==> src/rtl/block_ram_arbiter_pkg.sv <==
// Shared constants for block_ram_arbiter: FSM state encoding and requester port indices.
package block_ram_arbiter_pkg;

  typedef enum logic {
    ST_INIT = 1'b0,
    ST_RUN  = 1'b1
  } state_t;

  localparam int PORT_A = 0;
  localparam int PORT_B = 1;

endpackage

==> src/rtl/block_ram_arbiter_rr_arb2.sv <==
// rr_arb2: two-requester round-robin arbiter.
// Grants are combinational; the last-winner register moves only on a grant.
module rr_arb2
  import block_ram_arbiter_pkg::*;
(
  input  logic       clk,
  input  logic       rst,
  input  logic [1:0] req,
  input  logic       en,
  output logic [1:0] gnt
);

  // 1 = port B won the most recent grant
  logic last;

  always_ff @(posedge clk or posedge rst) begin
    if (rst) begin
      last <= 1'b1;
    end else if (|gnt) begin
      last <= gnt[PORT_B];
    end
  end

  always_comb begin
    gnt = 2'b00;
    if (en) begin
      case (req)
        2'b01:   gnt[PORT_A] = 1'b1;
        2'b10:   gnt[PORT_B] = 1'b1;
        2'b11:   if (last) gnt[PORT_A] = 1'b1;
                 else      gnt[PORT_B] = 1'b1;
        default: gnt = 2'b00;
      endcase
    end
  end

endmodule

==> src/rtl/block_ram_arbiter.sv <==
// Round-robin sharing of one single-port block RAM between requesters A and B.
// Define BLOCK_RAM_ARBITER_INIT_EN to clear the whole RAM after every reset.
//
// state   | meaning
// ST_INIT | clear sweep writing INIT_VALUE to every address, requests blocked
// ST_RUN  | arbitrating requests from A and B
module block_ram_arbiter
  import block_ram_arbiter_pkg::*;
#(
  parameter int                   ADDR_WIDTH = 4,
  parameter int                   RAM_WIDTH  = 8,
  parameter int                   RAM_DEPTH  = 16,
  parameter logic [RAM_WIDTH-1:0] INIT_VALUE = '0
) (
  input  logic                  clk,
  input  logic                  rst,
  input  logic                  a_valid,
  output logic                  a_ready,
  input  logic                  a_wen,
  input  logic [ADDR_WIDTH-1:0] a_addr,
  input  logic [RAM_WIDTH-1:0]  a_wdata,
  output logic                  a_rsp_valid,
  output logic [RAM_WIDTH-1:0]  a_rsp_rdata,
  input  logic                  b_valid,
  output logic                  b_ready,
  input  logic                  b_wen,
  input  logic [ADDR_WIDTH-1:0] b_addr,
  input  logic [RAM_WIDTH-1:0]  b_wdata,
  output logic                  b_rsp_valid,
  output logic [RAM_WIDTH-1:0]  b_rsp_rdata,
  output logic                  init_done,
  output logic                  ram_wen,
  output logic [ADDR_WIDTH-1:0] ram_addr,
  output logic [RAM_WIDTH-1:0]  ram_wdata,
  input  logic [RAM_WIDTH-1:0]  ram_rdata
);

  state_t                state;
  logic [ADDR_WIDTH-1:0] sweep_addr;
  logic                  sweep_active;
  logic                  run_en;
  logic [1:0]            req;
  logic [1:0]            gnt;

`ifdef BLOCK_RAM_ARBITER_INIT_EN
  localparam logic [ADDR_WIDTH-1:0] LAST_ADDR = ADDR_WIDTH'(RAM_DEPTH - 1);

  state_t                state_nxt;
  logic [ADDR_WIDTH-1:0] clr_cnt;
  logic [ADDR_WIDTH-1:0] clr_cnt_nxt;

  always_ff @(posedge clk or posedge rst) begin
    if (rst) begin
      state   <= ST_INIT;
      clr_cnt <= '0;
    end else begin
      state   <= state_nxt;
      clr_cnt <= clr_cnt_nxt;
    end
  end

  always_comb begin
    state_nxt   = state;
    clr_cnt_nxt = clr_cnt;
    case (state)
      ST_INIT: begin
        if (clr_cnt == LAST_ADDR) state_nxt   = ST_RUN;
        else                      clr_cnt_nxt = clr_cnt + 1'b1;
      end
      ST_RUN:  state_nxt = ST_RUN;
      default: state_nxt = ST_INIT;
    endcase
  end

  assign sweep_addr = clr_cnt;
`else
  logic unused_cfg;

  assign state      = ST_RUN;
  assign sweep_addr = '0;
  assign unused_cfg = ^{INIT_VALUE, RAM_DEPTH};
`endif

  // Reset forces every RAM-side and handshake output low, whatever the state.
  assign sweep_active = !rst && (state == ST_INIT);
  assign run_en       = !rst && (state == ST_RUN);
  assign init_done    = (state == ST_RUN);

  assign req = {b_valid, a_valid};

  rr_arb2 u_arb (
    .clk (clk),
    .rst (rst),
    .req (req),
    .en  (run_en),
    .gnt (gnt)
  );

  assign a_ready = gnt[PORT_A];
  assign b_ready = gnt[PORT_B];

  always_comb begin
    ram_wen   = 1'b0;
    ram_addr  = '0;
    ram_wdata = '0;
    if (sweep_active) begin
      ram_wen   = 1'b1;
      ram_addr  = sweep_addr;
      ram_wdata = INIT_VALUE;
    end else if (gnt[PORT_A]) begin
      ram_wen   = a_wen;
      ram_addr  = a_addr;
      ram_wdata = a_wdata;
    end else if (gnt[PORT_B]) begin
      ram_wen   = b_wen;
      ram_addr  = b_addr;
      ram_wdata = b_wdata;
    end
  end

  always_ff @(posedge clk or posedge rst) begin
    if (rst) begin
      a_rsp_valid <= 1'b0;
      b_rsp_valid <= 1'b0;
    end else begin
      a_rsp_valid <= gnt[PORT_A] && !a_wen;
      b_rsp_valid <= gnt[PORT_B] && !b_wen;
    end
  end

  assign a_rsp_rdata = ram_rdata;
  assign b_rsp_rdata = ram_rdata;

endmodule

==> config.mk <==
export PLATFORM = sky130hd
export DESIGN_NAME = block_ram_arbiter
export DESIGN_NICKNAME = d
export VERILOG_FILES = /design/src/rtl/block_ram_arbiter_pkg.sv /design/src/rtl/block_ram_arbiter_rr_arb2.sv /design/src/rtl/block_ram_arbiter.sv
export SDC_FILE = /design/constraint.sdc
export NUM_CORES = 1
export LEC_CHECK = 0
export ABC_AREA = 1
export CORE_MARGIN = 5
export CORE_UTILIZATION = 28
export CTS_BUF_LIST = sky130_fd_sc_hd__clkbuf_2 sky130_fd_sc_hd__clkbuf_4 sky130_fd_sc_hd__clkbuf_8
export CTS_CLUSTER_DIAMETER = 120
export CTS_CLUSTER_SIZE = 10
export DETAILED_ROUTE_END_ITERATION = 7
export PLACE_DENSITY = 0.85
export SYNTH_ARGS = -nofsm -noshare
export SYNTH_HDL_FRONTEND = slang
export SYNTH_SLANG_ARGS = --single-unit
==> constraint.sdc <==
create_clock -name clk -period 1.8 [get_ports clk]
set_input_delay 0.36 -clock clk [delete_from_list [all_inputs] [get_ports clk]]
set_output_delay 0.36 -clock clk [all_outputs]
set_load 0.02 [all_outputs]
Yosys cells after proc, flatten, opt, wreduce, memory -nomap -nowiden
Cells that the tools add are included.

cells by class
  equality and inequality tests = 3
  muxes and demuxes = 11
  reductions and logical operators = 5

operator list
  cell                                                 count
  2-to-1 mux 8 bit                                     2
  2-to-1 mux 4 bit                                     2
  equality test 2 bit, second input constant           2
  2-to-1 mux 1 bit                                     4
  case mux 1 bit (2 select lines)                      2
  equality test 2 x 1 -> 1 bit, second input constant  1
  logical AND 1 bit                                    2
  zero test 1 bit                                      2
  2-to-1 mux 2 bit                                     1
  OR reduction 2 bit                                   1

word-level totals
  register bits = 3
  input port bits = 38
  output and inout bits = 34

Depth between registers and ports, before layout
  word-level depth = 5
  gate-level depth with buffers = 5

Hierarchy
Synthesis repeated with hierarchy kept, for this count alone.

second synthesis, totals
  cells, all modules = 79
  area, all modules = 509.2 µm²

modules (own cells, without submodules)
  module             times used  cells an instance  area an instance (µm²)  sequential area each (µm²)
  block_ram_arbiter  1           67                 440.4                   50.0
  rr_arb2            1           12                 68.8                    26.3

Least setup slack after synthesis
Ideal clock, no wire load.

  kind = flip-flop to output port
  start = reg u_arb.last
  end = out ram_addr[0]
  arrival time = 1021 ps
  setup slack = 419 ps
  cell stages (with the launch flop) = 6
  path buffers = 1
  path through = dfstp_2 > inv_1 > nand2_2 > buf_6 > nand3_2 > nand2_1

between the ends
  word-level cells in the longest chain between the ends = 5

ends and longest elaborated chain
  element                          line                             text
  from (decl)                      block_ram_arbiter_rr_arb2.sv:14  logic last;
  from (signal assigned)           block_ram_arbiter_rr_arb2.sv:20  last <= gnt[PORT_B];
  2-to-1 mux 1 bit                 block_ram_arbiter_rr_arb2.sv:30  2'b11: if (last) gnt[PORT_A] = 1'b1;
  case mux 1 bit (2 select lines)  block_ram_arbiter_rr_arb2.sv:27  case (req)
  2-to-1 mux 2 bit *               block_ram_arbiter_rr_arb2.sv:26  if (en) begin
  2-to-1 mux 4 bit                 block_ram_arbiter.sv:114         end else if (gnt[PORT_B]) begin
  2-to-1 mux 4 bit *               block_ram_arbiter.sv:110         end else if (gnt[PORT_A]) begin
  to (decl)                        block_ram_arbiter.sv:33          output logic [ADDR_WIDTH-1:0] ram_addr,

Mark *: on every way between the ends. The rest lies on a longest branch, timed or not.

Worst setup path in the final report
  start = reg u_arb.last
  end = out ram_wdata[6]

between the ends
  word-level cells in the longest chain between the ends = 5

ends and longest elaborated chain
  element                          line                             text
  2-to-1 mux 1 bit                 block_ram_arbiter_rr_arb2.sv:30
  case mux 1 bit (2 select lines)  block_ram_arbiter_rr_arb2.sv:27
  2-to-1 mux 2 bit *               block_ram_arbiter_rr_arb2.sv:26
  2-to-1 mux 8 bit                 block_ram_arbiter.sv:114
  2-to-1 mux 8 bit *               block_ram_arbiter.sv:110
  to (decl)                        block_ram_arbiter.sv:34          output logic [RAM_WIDTH-1:0] ram_wdata,

Marked as above.

==> run_results.csv <==
group,metric,value,unit
detailed_routing,ant_nets,0,
worst_setup_path,worst-path-max-fanout,11,
yosys,ys_seq_elements,3,
layout,drive_above_1_share,40.0,%
power_and_ir_drop,clkPwrFrac,27.8,%
worst_setup_path,cp_top_family,"flip-flops",
status,status,"finished, final reports clean",
clocking,path_clk_slew,0.04,ns
detailed_routing,vias,707,
place,dp_hpwl,1.60,mm
detailed_routing,wire_per_inst,14.3,µm
sta,fmaxAchievable,579,MHz
detailed_routing,dr.pass1.iters,4,
sta,clock_skew,0.00212,ns
layout,antenna_cells,0,
clocking,cts_tree,"built",
worst_setup_path,cp.required,1.44,ns
place,dp.cells,142,
power_and_ir_drop,power_density,475,nW/µm²
global_routing,overflow,0,
worst_setup_path,r2r-end,"a_rsp_valid$_DFF_PP0_",
worst_setup_path,r2r_start,"u_arb.last$_DFFE_PP1P_",
worst_setup_path,start_kind,"flip-flop",
worst_setup_path,r2r_setup_slack,0.63,ns
worst_setup_path,crit_type,"reg2out",
clocking,cts_buffer_depth,2,
yosys,synth_cells,78,
yosys,syn_area,554,µm²
die,coreArea,1920,µm²
power_and_ir_drop,sw_frac_of_total,34.6,%
detailed_routing,drt_wl_total,2.10,mm
clocking,clock-sinks,3,
yosys,yosys.area.top_type,"buf_4",
detailed_routing,viasPerCell,4.81,
yosys,synth_fp_nets,116,
detailed_routing,initialDrtViolationCount,12,
yosys,ys.flop_type,"dfrtp_1",
yosys,avgSynthCellArea,7.11,µm²
power_and_ir_drop,ir_drop,0.330,mV
worst_setup_path,path_cells,"inv_1 -> nand2_2 -> buf_12 -> nand3_2 -> nand2_1 -> buf_2",
global_routing,grtUsageTotal,13.7,%
yosys,yosys_warnings,0,
die,rows,16,
power_and_ir_drop,seq_power_share,15.8,%
power_and_ir_drop,power.internal,327,µW
worst_setup_path,arrival,1.37,ns
layout,synthToLayoutAreaGrowth,89.6,%
yosys,synth_top_area_share,24.4,%
worst_setup_path,max_stage_delay,0.53,ns
die,die_area,2970,µm²
die,die_w,54.5,µm
clocking,clk_latency,0.24,ns
place,io_buffer_count,46,
worst_setup_path,path_buf_inv,3,
worst_setup_path,critPathCapture,"ram_wdata[6]",
place,place_congestion,0.654,
power_and_ir_drop,p_switching,173,µW
die,initial_core_util,28.8,%
clocking,cts_setup_buffers,0,
layout,stdcell_count,147,
die,die_y,54.5,µm
yosys,synth_area_leaders,"buf_4, nand3_2, nand4_1",
worst_setup_path,ff2ff_path_depth,6,
yosys,synthArstFlopShare,100,%
die,io-pin-count,72,
yosys,yosysMostFrequentCell,"buf_4",
clocking,cts_root_buffer,"clkbuf_4",
yosys,yosysSeqAreaShare,13.8,%
sta,hold_viol_final,0,
global_routing,grt_max_degree,15,
worst_setup_path,path_depth,6,
sta,final-max-slew-violation-count,0,
worst_setup_path,setup.worst_path.end_class,"output port",
flow_run,max_cap_violations,0,
sta,period_needed,1.73,ns
worst_setup_path,slowest_stage,"dfstp_2",
power_and_ir_drop,p_comb_share,56.5,%
global_routing,antenna_found_initial,0,
sta,setup_viol,0,
detailed_routing,drcViolationCount,0,
sta,period_share,95.9,%
min_path,hold_class,"in2async",
yosys,synth_edf_count,0,
global_routing,grt_pass1_wl,2.96,mm
power_and_ir_drop,p_leak,0.526,nW
yosys,ys_top_cells_by_count,"buf_4, nand2_1, nand4_1",
global_routing,grt_pass1_vias,716,
worst_setup_path,critPathLaunch,"u_arb.last$_DFFE_PP1P_",
sta,rsz0062_at_grt,"no",
sta,fin_tns_setup,0,ns
clocking,h-tree-depth,1,
clocking,cts_buffers,3,
yosys,ys_types,15,
layout,fin_nets,159,
## layer usage
layer / up-vias / routed length [µm] / GRT usage [%]
met5: - / 0 / 0
met4: 0 / 23 / 6.22
met1: 316 / 796 / 13.9
li1: 331 / - / -
met3: 6 / 291 / 4.36
met2: 54 / 985 / 25.1
## final cells by class
type	count	area (µm²)
timing repair buffer	60	601
sequential	3	76.3
tap	27	33.8
fill	203	871
clock buffer	4	30.0
multi-input combinational	48	292
inverter	5	18.8
## how the worst min path moves through the flow
stage                                start  depth (start not counted)                      to
finish                                 rst                          4   a_rsp_valid$_DFF_PP0_
global route                           rst                          4   a_rsp_valid$_DFF_PP0_
CTS                                    rst                          4   a_rsp_valid$_DFF_PP0_
detailed placement  u_arb.last$_DFFE_PP1P_                          3  u_arb.last$_DFFE_PP1P_
global placement    u_arb.last$_DFFE_PP1P_                          3  u_arb.last$_DFFE_PP1P_
floorplan                              rst                          2   a_rsp_valid$_DFF_PP0_
## through the flow
| step | hold slack [ns] | power, mW | utilization [%] | area [µm²] | setup slack (ns) |
|---|---|---|---|---|---|
| detailed placement | 0.622 | 0.368 | 54.2 | 1040 | -0.473 |
| CTS | 0.424 | 0.491 | 52.3 | 1010 | 0.00261 |
| finish | 0.423 | 0.499 | 54.7 | 1050 | 0.0729 |
| global placement | 0.616 | 0.362 | 54.2 | 1040 | -0.436 |
| floorplan | 0.319 | 0.242 | - | 554 | 0.419 |
| global route | 0.442 | 0.525 | 54.7 | 1050 | 0.0210 |
## state kept, by name (all words and copies together) (netlist names)
| register | flops |
|---|---|
| a_rsp_valid | 1 |
| b_rsp_valid | 1 |
| u_arb.last | 1 |
## cell families after synthesis
kind of cell / share of synthesized area, %
compound gates: 0.902
buf+inv: 33.6
flops: 13.8
other cells: 0.677
simple gates: 51.0
## repair_timing
item | in CTS | in global routing
gates cloned | 0 | 1
hold buffers | 0 | 0
pin swaps | 0 | 1
hold endpoints to repair | 0 | 0
resized for setup | 68 | 9
endpoints found under the setup margin | 15 | 14
## tightest hold or removal path: stages
cell,delay [ns]
dlygate4sd2_1,0.27
inv_2,0.09
buf_12,0.13
buf_4,0.12
## power by group through the flow
stage / clock network, mW / logic (mW) / registers (mW)
floorplan: 0 / 0.162 / 0.0804
global placement: 0 / 0.283 / 0.0790
detailed placement: 0 / 0.289 / 0.0790
CTS: 0.142 / 0.270 / 0.0787
global route: 0.146 / 0.300 / 0.0790
finish: 0.139 / 0.282 / 0.0788
## placed cells by master, fill, tap and decap left out, types with 2 or more instances in the layout
cell and instances:
nor2_1 2, nand2_1 15, inv_2 2, nand4_1 13, buf_4 20, dfrtp_1 2
clkdlybuf4s50_1 28, nand3_2 10, inv_1 3, nand3_1 4, clkbuf_4 4, dlygate4sd2_1 2
buf_2 3, buf_12 5
(Power assumes the default switching activity.)
